[src/rtl/id_stage.sv]
// RV32I decode stage: fetch handshake, register read with bypass/stall,
// branch/jump resolution and the decoded bundle handed to execute.
module id_stage #(
    parameter bit FWD_EN = 1'b1
) (
    input  logic        clk,
    input  logic        rst_n,
    input  logic        fs_valid,
    input  logic [31:0] fs_pc,
    input  logic [31:0] fs_inst,
    output logic        ds_ready,
    input  logic        es_ready,
    output logic        ds_to_es_valid,
    output logic [31:0] pre_pc,
    output logic        pc_src,
    output logic [4:0]  rf_raddr1,
    output logic [4:0]  rf_raddr2,
    input  logic [31:0] rf_rdata1,
    input  logic [31:0] rf_rdata2,
    input  logic        es_wen,
    input  logic        ms_wen,
    input  logic        ws_wen,
    input  logic [4:0]  es_rd,
    input  logic [4:0]  ms_rd,
    input  logic [4:0]  ws_rd,
    input  logic [31:0] es_wdata,
    input  logic [31:0] ms_wdata,
    input  logic [31:0] ws_wdata,
    input  logic        es_is_load,
    output logic [31:0] ds_pc,
    output logic [3:0]  ds_alu_op,
    output logic [31:0] ds_src1,
    output logic [31:0] ds_src2,
    output logic [31:0] ds_store_data,
    output logic [4:0]  ds_rd,
    output logic        ds_rf_we,
    output logic        ds_mem_re,
    output logic        ds_mem_we,
    output logic        ds_illegal
);

    typedef enum logic [3:0] {
        ALU_ADD  = 4'd0,  ALU_SUB = 4'd1, ALU_SLL = 4'd2, ALU_SLT = 4'd3,
        ALU_SLTU = 4'd4,  ALU_XOR = 4'd5, ALU_SRL = 4'd6, ALU_SRA = 4'd7,
        ALU_OR   = 4'd8,  ALU_AND = 4'd9, ALU_PASS_B = 4'd10
    } alu_op_e;

    typedef enum logic [1:0] {SRC1_RS1, SRC1_PC, SRC1_ZERO} src1_sel_e;
    typedef enum logic [1:0] {SRC2_RS2, SRC2_IMM, SRC2_FOUR} src2_sel_e;

    typedef struct packed {
        logic        stall;
        logic [31:0] data;
    } operand_t;

    localparam logic [6:0] OPC_LUI    = 7'b0110111;
    localparam logic [6:0] OPC_AUIPC  = 7'b0010111;
    localparam logic [6:0] OPC_JAL    = 7'b1101111;
    localparam logic [6:0] OPC_JALR   = 7'b1100111;
    localparam logic [6:0] OPC_BRANCH = 7'b1100011;
    localparam logic [6:0] OPC_LOAD   = 7'b0000011;
    localparam logic [6:0] OPC_STORE  = 7'b0100011;
    localparam logic [6:0] OPC_OP_IMM = 7'b0010011;
    localparam logic [6:0] OPC_OP     = 7'b0110011;

    logic        ds_valid_q, ds_valid_d;
    logic [31:0] ds_pc_q, ds_pc_d;
    logic [31:0] ds_inst_q, ds_inst_d;

    logic [6:0]  opcode;
    logic [4:0]  rd, rs1, rs2;
    logic [2:0]  funct3;
    logic [6:0]  funct7;
    logic [31:0] imm_i, imm_s, imm_b, imm_u, imm_j;

    logic        illegal, use_rs1, use_rs2, writes_rd, mem_re, mem_we;
    logic        is_branch, is_jal, is_jalr;
    alu_op_e     alu_op;
    src1_sel_e   src1_sel;
    src2_sel_e   src2_sel;
    logic [31:0] imm;

    operand_t    opnd1, opnd2;
    logic        ds_ready_go, br_cond, taken;
    logic [31:0] target;

    assign opcode = ds_inst_q[6:0];
    assign rd     = ds_inst_q[11:7];
    assign funct3 = ds_inst_q[14:12];
    assign rs1    = ds_inst_q[19:15];
    assign rs2    = ds_inst_q[24:20];
    assign funct7 = ds_inst_q[31:25];

    assign imm_i = {{20{ds_inst_q[31]}}, ds_inst_q[31:20]};
    assign imm_s = {{20{ds_inst_q[31]}}, ds_inst_q[31:25], ds_inst_q[11:7]};
    assign imm_b = {{19{ds_inst_q[31]}}, ds_inst_q[31], ds_inst_q[7],
                    ds_inst_q[30:25], ds_inst_q[11:8], 1'b0};
    assign imm_u = {ds_inst_q[31:12], 12'b0};
    assign imm_j = {{11{ds_inst_q[31]}}, ds_inst_q[31], ds_inst_q[19:12],
                    ds_inst_q[20], ds_inst_q[30:21], 1'b0};

    // alt selects SUB/SRA; callers only raise it where that encoding is legal.
    function automatic alu_op_e alu_from_funct(input logic [2:0] f3, input logic alt);
        alu_op_e op;
        case (f3)
            3'b000:  op = alt ? ALU_SUB : ALU_ADD;
            3'b001:  op = ALU_SLL;
            3'b010:  op = ALU_SLT;
            3'b011:  op = ALU_SLTU;
            3'b100:  op = ALU_XOR;
            3'b101:  op = alt ? ALU_SRA : ALU_SRL;
            3'b110:  op = ALU_OR;
            default: op = ALU_AND;
        endcase
        return op;
    endfunction

    // Youngest in-flight writer wins; a load in es (or any match without bypass) stalls.
    function automatic operand_t resolve(
        input logic        used,
        input logic [4:0]  rs,
        input logic [31:0] rf_data,
        input logic        e_wen, input logic [4:0] e_rd, input logic [31:0] e_data,
        input logic        e_load,
        input logic        m_wen, input logic [4:0] m_rd, input logic [31:0] m_data,
        input logic        w_wen, input logic [4:0] w_rd, input logic [31:0] w_data
    );
        operand_t r;
        r.stall = 1'b0;
        r.data  = rf_data;
        if (rs == 5'd0) begin
            r.data = '0;
        end else if (e_wen && e_rd == rs) begin
            r.data  = e_data;
            r.stall = used && (e_load || !FWD_EN);
        end else if (m_wen && m_rd == rs) begin
            r.data  = m_data;
            r.stall = used && !FWD_EN;
        end else if (w_wen && w_rd == rs) begin
            r.data  = w_data;
            r.stall = used && !FWD_EN;
        end
        return r;
    endfunction

    always_comb begin
        // NOTE: every signal gets a default first so no decode path infers a latch.
        illegal   = 1'b0;
        use_rs1   = 1'b0;
        use_rs2   = 1'b0;
        writes_rd = 1'b0;
        mem_re    = 1'b0;
        mem_we    = 1'b0;
        is_branch = 1'b0;
        is_jal    = 1'b0;
        is_jalr   = 1'b0;
        alu_op    = ALU_ADD;
        src1_sel  = SRC1_RS1;
        src2_sel  = SRC2_RS2;
        imm       = imm_i;
        case (opcode)
            OPC_LUI: begin
                writes_rd = 1'b1;
                alu_op    = ALU_PASS_B;
                src1_sel  = SRC1_ZERO;
                src2_sel  = SRC2_IMM;
                imm       = imm_u;
            end
            OPC_AUIPC: begin
                writes_rd = 1'b1;
                src1_sel  = SRC1_PC;
                src2_sel  = SRC2_IMM;
                imm       = imm_u;
            end
            OPC_JAL: begin
                writes_rd = 1'b1;
                is_jal    = 1'b1;
                src1_sel  = SRC1_PC;
                src2_sel  = SRC2_FOUR;
                imm       = imm_j;
            end
            OPC_JALR: begin
                if (funct3 == 3'b000) begin
                    writes_rd = 1'b1;
                    is_jalr   = 1'b1;
                    use_rs1   = 1'b1;
                    src1_sel  = SRC1_PC;
                    src2_sel  = SRC2_FOUR;
                end else begin
                    illegal = 1'b1;
                end
            end
            OPC_BRANCH: begin
                if (funct3 != 3'b010 && funct3 != 3'b011) begin
                    is_branch = 1'b1;
                    use_rs1   = 1'b1;
                    use_rs2   = 1'b1;
                    imm       = imm_b;
                end else begin
                    illegal = 1'b1;
                end
            end
            OPC_LOAD: begin
                if (funct3 == 3'b010) begin
                    writes_rd = 1'b1;
                    use_rs1   = 1'b1;
                    mem_re    = 1'b1;
                    src2_sel  = SRC2_IMM;
                end else begin
                    illegal = 1'b1;
                end
            end
            OPC_STORE: begin
                if (funct3 == 3'b010) begin
                    use_rs1  = 1'b1;
                    use_rs2  = 1'b1;
                    mem_we   = 1'b1;
                    src2_sel = SRC2_IMM;
                    imm      = imm_s;
                end else begin
                    illegal = 1'b1;
                end
            end
            OPC_OP_IMM: begin
                if ((funct3 == 3'b001 && funct7 != 7'b0000000) ||
                    (funct3 == 3'b101 && funct7 != 7'b0000000 && funct7 != 7'b0100000)) begin
                    illegal = 1'b1;
                end else begin
                    writes_rd = 1'b1;
                    use_rs1   = 1'b1;
                    src2_sel  = SRC2_IMM;
                    alu_op    = alu_from_funct(funct3, funct3 == 3'b101 && funct7[5]);
                end
            end
            OPC_OP: begin
                if (funct7 == 7'b0000000 ||
                    (funct7 == 7'b0100000 && (funct3 == 3'b000 || funct3 == 3'b101))) begin
                    writes_rd = 1'b1;
                    use_rs1   = 1'b1;
                    use_rs2   = 1'b1;
                    alu_op    = alu_from_funct(funct3, funct7[5]);
                end else begin
                    illegal = 1'b1;
                end
            end
            default: illegal = 1'b1;
        endcase
    end

    assign opnd1 = resolve(use_rs1, rs1, rf_rdata1, es_wen, es_rd, es_wdata, es_is_load,
                           ms_wen, ms_rd, ms_wdata, ws_wen, ws_rd, ws_wdata);
    assign opnd2 = resolve(use_rs2, rs2, rf_rdata2, es_wen, es_rd, es_wdata, es_is_load,
                           ms_wen, ms_rd, ms_wdata, ws_wen, ws_rd, ws_wdata);

    assign ds_ready_go    = !(opnd1.stall || opnd2.stall);
    assign ds_ready       = !ds_valid_q || (ds_ready_go && es_ready);
    assign ds_to_es_valid = ds_valid_q && ds_ready_go;

    always_comb begin
        br_cond = 1'b0;
        case (funct3)
            3'b000:  br_cond = opnd1.data == opnd2.data;
            3'b001:  br_cond = opnd1.data != opnd2.data;
            3'b100:  br_cond = $signed(opnd1.data) <  $signed(opnd2.data);
            3'b101:  br_cond = $signed(opnd1.data) >= $signed(opnd2.data);
            3'b110:  br_cond = opnd1.data <  opnd2.data;
            3'b111:  br_cond = opnd1.data >= opnd2.data;
            default: br_cond = 1'b0;
        endcase
    end

    assign taken  = is_jal || is_jalr || (is_branch && br_cond);
    assign target = is_jalr ? ((opnd1.data + imm) & ~32'd1) : (ds_pc_q + imm);
    assign pre_pc = target;
    assign pc_src = ds_valid_q && ds_ready_go && es_ready && taken;

    assign rf_raddr1     = rs1;
    assign rf_raddr2     = rs2;
    assign ds_pc         = ds_pc_q;
    assign ds_alu_op     = alu_op;
    assign ds_src1       = (src1_sel == SRC1_PC)   ? ds_pc_q :
                           (src1_sel == SRC1_ZERO) ? 32'd0   : opnd1.data;
    assign ds_src2       = (src2_sel == SRC2_IMM)  ? imm     :
                           (src2_sel == SRC2_FOUR) ? 32'd4   : opnd2.data;
    assign ds_store_data = opnd2.data;
    assign ds_rd         = rd;
    assign ds_rf_we      = writes_rd && (rd != 5'd0);
    assign ds_mem_re     = mem_re;
    assign ds_mem_we     = mem_we;
    assign ds_illegal    = illegal;

    // The successor accepted alongside a redirect is wrong-path and is dropped.
    always_comb begin
        ds_valid_d = ds_valid_q;
        ds_pc_d    = ds_pc_q;
        ds_inst_d  = ds_inst_q;
        if (ds_ready) begin
            ds_valid_d = fs_valid && !pc_src;
            if (fs_valid) begin
                ds_pc_d   = fs_pc;
                ds_inst_d = fs_inst;
            end
        end
    end

    // NOTE: state registers use non-blocking assignment so all flops update together.
    always_ff @(posedge clk or negedge rst_n) begin
        if (!rst_n) begin
            ds_valid_q <= 1'b0;
            ds_pc_q    <= '0;
            ds_inst_q  <= 32'h0000_0013;
        end else begin
            ds_valid_q <= ds_valid_d;
            ds_pc_q    <= ds_pc_d;
            ds_inst_q  <= ds_inst_d;
        end
    end

endmodule

[config.mk]
export PLATFORM = sky130hd
export DESIGN_NAME = id_stage
export DESIGN_NICKNAME = d
export VERILOG_FILES = /design/src/rtl/id_stage.sv
export SDC_FILE = /design/constraint.sdc
export NUM_CORES = 1
export LEC_CHECK = 0
export BUFFER_PORTS_ARGS = -buffer_cell sky130_fd_sc_hd__buf_2
export CAP_MARGIN = 30
export CORE_ASPECT_RATIO = 1.25
export CORE_MARGIN = 1
export CORE_UTILIZATION = 35
export DETAILED_ROUTE_END_ITERATION = 12
export SYNTH_ARGS = -nofsm -noshare
export SYNTH_HDL_FRONTEND = slang
export SYNTH_SLANG_ARGS = --single-unit
[constraint.sdc]
create_clock -name clk -period 6.5 [get_ports clk]
set_input_delay 1.3 -clock clk [delete_from_list [all_inputs] [get_ports clk]]
set_output_delay 1.3 -clock clk [all_outputs]
set_load 0.05 [all_outputs]
== Yosys cells after proc, flatten, opt, wreduce, memory -nomap -nowiden ==
Index checks and enable logic that the tools add are counted.

* $add $sub $neg: 2
* $lt $le $gt $ge: 4
* Equal/unequal tests: 32
* Mux-type cells: 53
* Reduce and logical (&&, ||, !) cells: 42

{| class="wikitable"
|+ Operators with widths
! kind !! number
|-
| two-way mux 32 bit || 9
|-
| two-way mux 33 bit || 4
|-
| case mux 31 bit (4 select lines) || 1
|-
| adder 32 bit || 2
|-
| greater-or-equal comparator 32 bit || 2
|-
| < comparator 32 bit || 2
|-
| case mux 4 bit (7 select lines) || 2
|-
| == test 32 bit || 1
|-
| inequality test 32 bit || 1
|-
| == test 5 bit || 6
|-
| == test 7 x 6 -> 1 bit (second input constant) || 4
|-
| two-way mux 1 bit || 24
|-
| == test 7 bit (second input constant) || 3
|-
| logical AND 1 bit || 21
|-
| == test 7 x 5 -> 1 bit (second input constant) || 2
|-
| == test 3 bit (second input constant) || 4
|-
| two-way mux 12 bit || 1
|-
| case mux 1 bit (6 select lines) || 2
|-
| case mux 4 bit (3 select lines) || 1
|-
| logical NOT 5 bit || 2
|-
| case mux 1 bit (5 select lines) || 2
|-
| case mux 2 bit (5 select lines) || 1
|-
| two-way mux 4 bit || 2
|-
| == test 7 x 2 -> 1 bit (second input constant) || 1
|-
| 19 further kinds || 33
|}

* Register bits after elaboration: 65
* Output and inout port bits: 186

== Logic depth before layout (Yosys ltp) ==
* Word-level depth: 16
* Mapped depth: 24
* Depth with buffers taken out: 20

== Least setup slack after synthesis ==
Ideal clock, no wire load.

* Path type: input port to output port
* From: in es_rd[3]
* To: out pre_pc[23]
* Data arrival time: 5.930 ns
* Data required time: 5.200 ns
* Setup slack: -0.730 ns
* Stages: 21
* Buffers on the path: 3
* Cells stage by stage: xnor2_1 nand4_1 nor3_2 buf_2 buf_1 clkbuf_1 a21oi_1 nor2_1 ha_1 a21o_1 a21o_1 a21o_1 a21oi_1 nand2_1 a31o_2 a31oi_4 o21ai_4 a21boi_2 o21ai_2 xnor2_1 o21ai_0

* Longest elaborated chain between the ends: 6

{| class="wikitable"
|+ Ends and longest elaborated chain
! element !! RTL line !! text
|-
| from (decl) || 23 || <nowiki>input logic [4:0] es_rd,</nowiki>
|-
| == test 5 bit || 133 || <nowiki>end else if (e_wen && e_rd == rs) begin</nowiki>
|-
| logical AND 1 bit || 133 ||
|-
| two-way mux 33 bit || 133 ||
|-
| two-way mux 32 bit || 131 || <nowiki>if (rs == 5'd0) begin</nowiki>
|-
| adder 32 bit || 273 || <nowiki>assign target = is_jalr ? ((opnd1.data + imm) & ~32'd1) : (ds_pc_q + imm);</nowiki>
|-
| two-way mux 32 bit || 273 ||
|-
| to (decl) || 14 || <nowiki>output logic [31:0] pre_pc,</nowiki>
|}

No other way between the ends.

== Worst setup path in the final report ==
* From: in ws_rd[3]
* To: out pc_src

* Longest elaborated chain between the ends: 11
* Elaborated cells on any way between the ends: 22

{| class="wikitable"
|+ Ends and longest elaborated chain
! element !! RTL line !! text
|-
| from (decl) || 25 || <nowiki>input logic [4:0] ws_rd,</nowiki>
|-
| == test 5 bit || 139 || <nowiki>end else if (w_wen && w_rd == rs) begin</nowiki>
|-
| logical AND 1 bit || 139 ||
|-
| two-way mux 32 bit || 139 ||
|-
| two-way mux 33 bit || 136 || <nowiki>end else if (m_wen && m_rd == rs) begin</nowiki>
|-
| two-way mux 33 bit || 133 ||
|-
| two-way mux 32 bit || 131 ||
|-
| greater-or-equal comparator 32 bit, or another cell as far along || 267 || <nowiki>3'b111: br_cond = opnd1.data >= opnd2.data;</nowiki>
|-
| case mux 1 bit (6 select lines) * || 261 || <nowiki>case (funct3)</nowiki>
|-
| logical AND 1 bit * || 272 || <nowiki>assign taken = is_jal || is_jalr || (is_branch && br_cond);</nowiki>
|-
| logical OR 1 bit * || 272 ||
|-
| logical AND 1 bit * || 275 || <nowiki>assign pc_src = ds_valid_q && ds_ready_go && es_ready && taken;</nowiki>
|-
| to (decl) || 15 || <nowiki>output logic pc_src,</nowiki>
|}

Every way passes the cells marked *; elsewhere a longest branch is shown, timed or not.

==> impl_results.md <==
* Largest net degree at the start of global routing at 57
* Top cells by area, synth: dfrtp_1, ha_1, mux2i_1, a21oi_1, a211oi_1
* Vias at about 14000
* Num ports at 433
* Maximum vdd drop at around 0.38 mV
* Count of cell types in the netlist at about 100
* Routed Antenna Nets at 0
* Crit end category: output port
* First-pass GRT wire length at 85300 um
* Routability cong. at between 1 and 1.5
* Total CTS buffers at 9
* CTS Buffer Depth at 2
* Cell with the most instances after synthesis: nor2_1
* # fillers at 3143
* Final-stage net count at roughly 2500
* Gr ovfl total at 0
* Critical Path Source Type: primary input
* Setup ws final at -336 ps
* Antenna violations before repair at 0
* Synth Net Count at roughly 1800
* Req. time, crit path at approximately 5200 ps
* XOR/XNOR Fraction of Synth Area at 6.60%
* Failing checks: setup timing
* CORE AREA at approximately 0.032 sq mm
* Tmin final at between 6000 and 7000 ps
* Worst-skew pair later-pin latency at 360 ps
* Synth Area in Compound Gates at 28.3%
* Drt wl/cell at between 20 and 25 um
* Ys flop type: dfrtp_1
* Final worst path period share at 105%
* DP Wirelength at roughly 50000 um
* Die height at 204 um
* Adder-Cell Fraction of Synth Area at 10.6%
* Syn Inst Count at approximately 1500
* Final number of setup-violating endpoints at 19
* Clock sink count at between 60 and 70
* Vias per Instance at 5.63
* Leakage at 8.55 nW
* Cell-by-cell listing of the critical path: buf_6 -> buf_4 -> xor2_1 -> nor4_2 -> and2_4 -> buf_12 -> buf_16 -> mux2i_1 -> a211oi_1 -> o21ai_1 -> ha_1 -> nand4_1 -> nor2_2 -> and3_1 -> nand4_1 -> or3_4 -> o221ai_1 -> nor3_1 -> buf_4 -> o31ai_4 -> mux2_4 -> o2111ai_4 -> o31ai_4 -> buf_6
* Clock skew at 7.45 ps
* Synth Area per Inst at 7.69 sq um
* Place WS at -722 ps
* Port-buffer cells at approximately 430
* Critical Path AT at about 5500 ps
* Share of the synthesized area in the top cell type at a little over an eighth
* Hold Fails Final Rpt at 0
* Class of the worst hold path: flop to flop
* Vias in the first global route at 14000
* Crit path max-delay family: simple AND/OR/NAND/NOR gates
* Drt pass-1 iters at 5
* Die W at 163 um
* Clk pin slew, worst setup/hold paths at about 70 ps
* Critical path class: primary input to output port
* Max Clock Freq at between 100 and 150 MHz
* Syn Std Cell Area at 0.0114 sq mm
* Root buf cell: clkbuf_16
* Combinational family with the most area after synthesis: compound AO/OA/AOI/OAI gates
* EDFF count, synth at 0
* Post-Route WL at 59100 um
* Antenna diode count at 0
* Number of DRC markers in iteration 0 at ~900
* Max_cap viols at 0
* Yosys warning total at 0
* Slowest cell on the critical path: or3_4
* Max FO, Critical Path at 8
* Layout area overhead at 54.7%
* Largest stage delay, worst path at around 370 ps
* Mux cell area share after synthesis at approximately 13%
* Num rows at 73
* Status: finished with violations
* Yosys reg bits at 65
* CTS tree: done
* Slew @ Worst Pin at between 800 and 900 ps
* Layout cells sized above 1 at between 40% and 50%
* Total global-route track usage at between 30% and 40%
* Leading area contributor after synthesis: dfrtp_1
* Fin util at ~55%
* Full die area at ~0.033 sq mm
* Remaining DRCs at 0
* CTS H-tree depth at 3
* Post-synth top cells: nor2_1, a21oi_1, o21ai_0
* R2R Setup Slk at approximately 1800 ps
* Final Max Tran Viols at 0
* Sequential fraction of the synthesis area at ~14%
* Starting Density at around 36%
* Relative slew slack at 40.7%
* PwrDens at about 300 mW/mm^2
* Simple-Gate Fraction of Synth Area at about a fifth
* Bufs and invs on worst path at 6
* Synth async-reset ratio at 100%
* RSZ-0062 raised after global routing: true
## worst register-to-register path, stage by stage (launching register included)
cell       delay (ps)
dfrtp_1           450
buf_4             230
xnor2_1           130
nand4_1           120
or2_4             300
buf_12            170
nor2_1            100
a211oi_1           50
a21oi_1           270
nor2_1            150
ha_1              350
nand4_1           110
nor2_2            110
and3_1            180
nand4_1           150
or3_4             370
buf_6             140
or4_4             440
xnor2_2           150
o21ai_2            70
a21oi_2           140
o2111ai_4         140
buf_4             160
o311a_1           110
## final timing paths
path	start	cells after the start	endpoint
max	ws_rd[3]	24	pc_src
min	ds_inst_q[9]	1	ds_inst_q[9]
max reg2reg	ds_inst_q[16]	23	ds_valid_q
min reg2reg	ds_inst_q[9]	1	ds_inst_q[9]
max in group asynchronous	rst_n	2	ds_inst_q[6]
min in group asynchronous	rst_n	1	ds_pc[17]
## sequential cells by signal, summed over array words and instances, names as in the netlist
| signal | flops |
|---|---|
| ds_inst_q | 32 |
| ds_valid_q | 1 |
| ds_pc | 32 |
## report_power, final
part,total [W],switching (W),internal (W)
clock network,0.000580,0.000236,0.000344
logic,0.00417,0.00248,0.00170
registers,0.000558,0.0000924,0.000466
## cells by family (layout without fill, tap and decap cells)
group                      Yosys count  after routing
and+or+nand+nor                    436            437
DFF                                 65             65
adders and majority gates           96             96
buffers and inverters              190            837
AOI/OAI and AO/OA                  482            482
muxes                              128            128
xor gates and xnor gates            85             85
## stage by stage
step	TNS, ps	std cells	cell area, sq um	total power [W]	hold slack (ps)
finish	-2170	2542	17600	0.00531	561
global route	-5690	2542	17600	0.00556	576
CTS	-827	2525	17000	0.00513	562
detailed placement	-10890	2476	16000	0.00439	544
global placement	-9270	2476	16000	0.00438	539
floorplan	0	1482	11500	0.00292	511
## cell type report
| cell class | instances | area (sq um) | area share, % |
|---|---|---|---|
| timing repair buffer | 750 | 5170 | 29.3 |
| inverter | 71 | 267 | 1.51 |
| sequential | 65 | 1630 | 9.25 |
| clock buffer | 9 | 225 | 1.28 |
| multi-input combinational | 1228 | 9720 | 55.1 |
| tap | 412 | 515 | 2.92 |
| clock inverter | 7 | 108 | 0.610 |
## cell usage in the layout (no fill, tap or decap), types with 13 or more instances in the layout
cell type / netlist / final
a21oi_2: 2 / 31
buf_4: 18 / 289
nand2b_1: 23 / 23
dfrtp_1: 62 / 61
o21a_1: 15 / 15
mux2_2: 27 / 26
buf_6: 11 / 27
nand2_1: 72 / 69
mux2_4: 30 / 31
a21oi_1: 106 / 77
o21ai_2: 3 / 22
inv_1: 71 / 70
a21o_1: 52 / 52
xor2_1: 29 / 25
buf_12: 0 / 32
nor3_1: 18 / 18
nand4_1: 16 / 16
o21ai_1: 13 / 26
ha_1: 91 / 85
o21ai_0: 99 / 62
a211oi_1: 69 / 57
mux2i_1: 65 / 58
nand3_1: 54 / 51
a211oi_2: 1 / 13
buf_2: 18 / 399
xnor2_1: 55 / 44
and2_1: 47 / 43
o31ai_1: 34 / 31
o22ai_1: 15 / 15
nor2_1: 137 / 125
## layer usage
metal / GRT usage [%] / vias to the layer above / wire (um)
li1: - / 6689 / -
met1: 38.9 / 6844 / 22400
met2: 61.9 / 619 / 29500
met3: 5.45 / 148 / 3490
met4: 19.8 / 0 / 3630
met5: 0 / - / 0
## repair_timing
action	4_1_cts	5_1_grt
endpoints found under the setup margin	27	26
pin swaps	75	60
setup buffers	31	21
hold buffers	0	0
resized for setup	118	98
gates cloned	2	0
No activity file was read; power rests on OpenSTA's default activity.
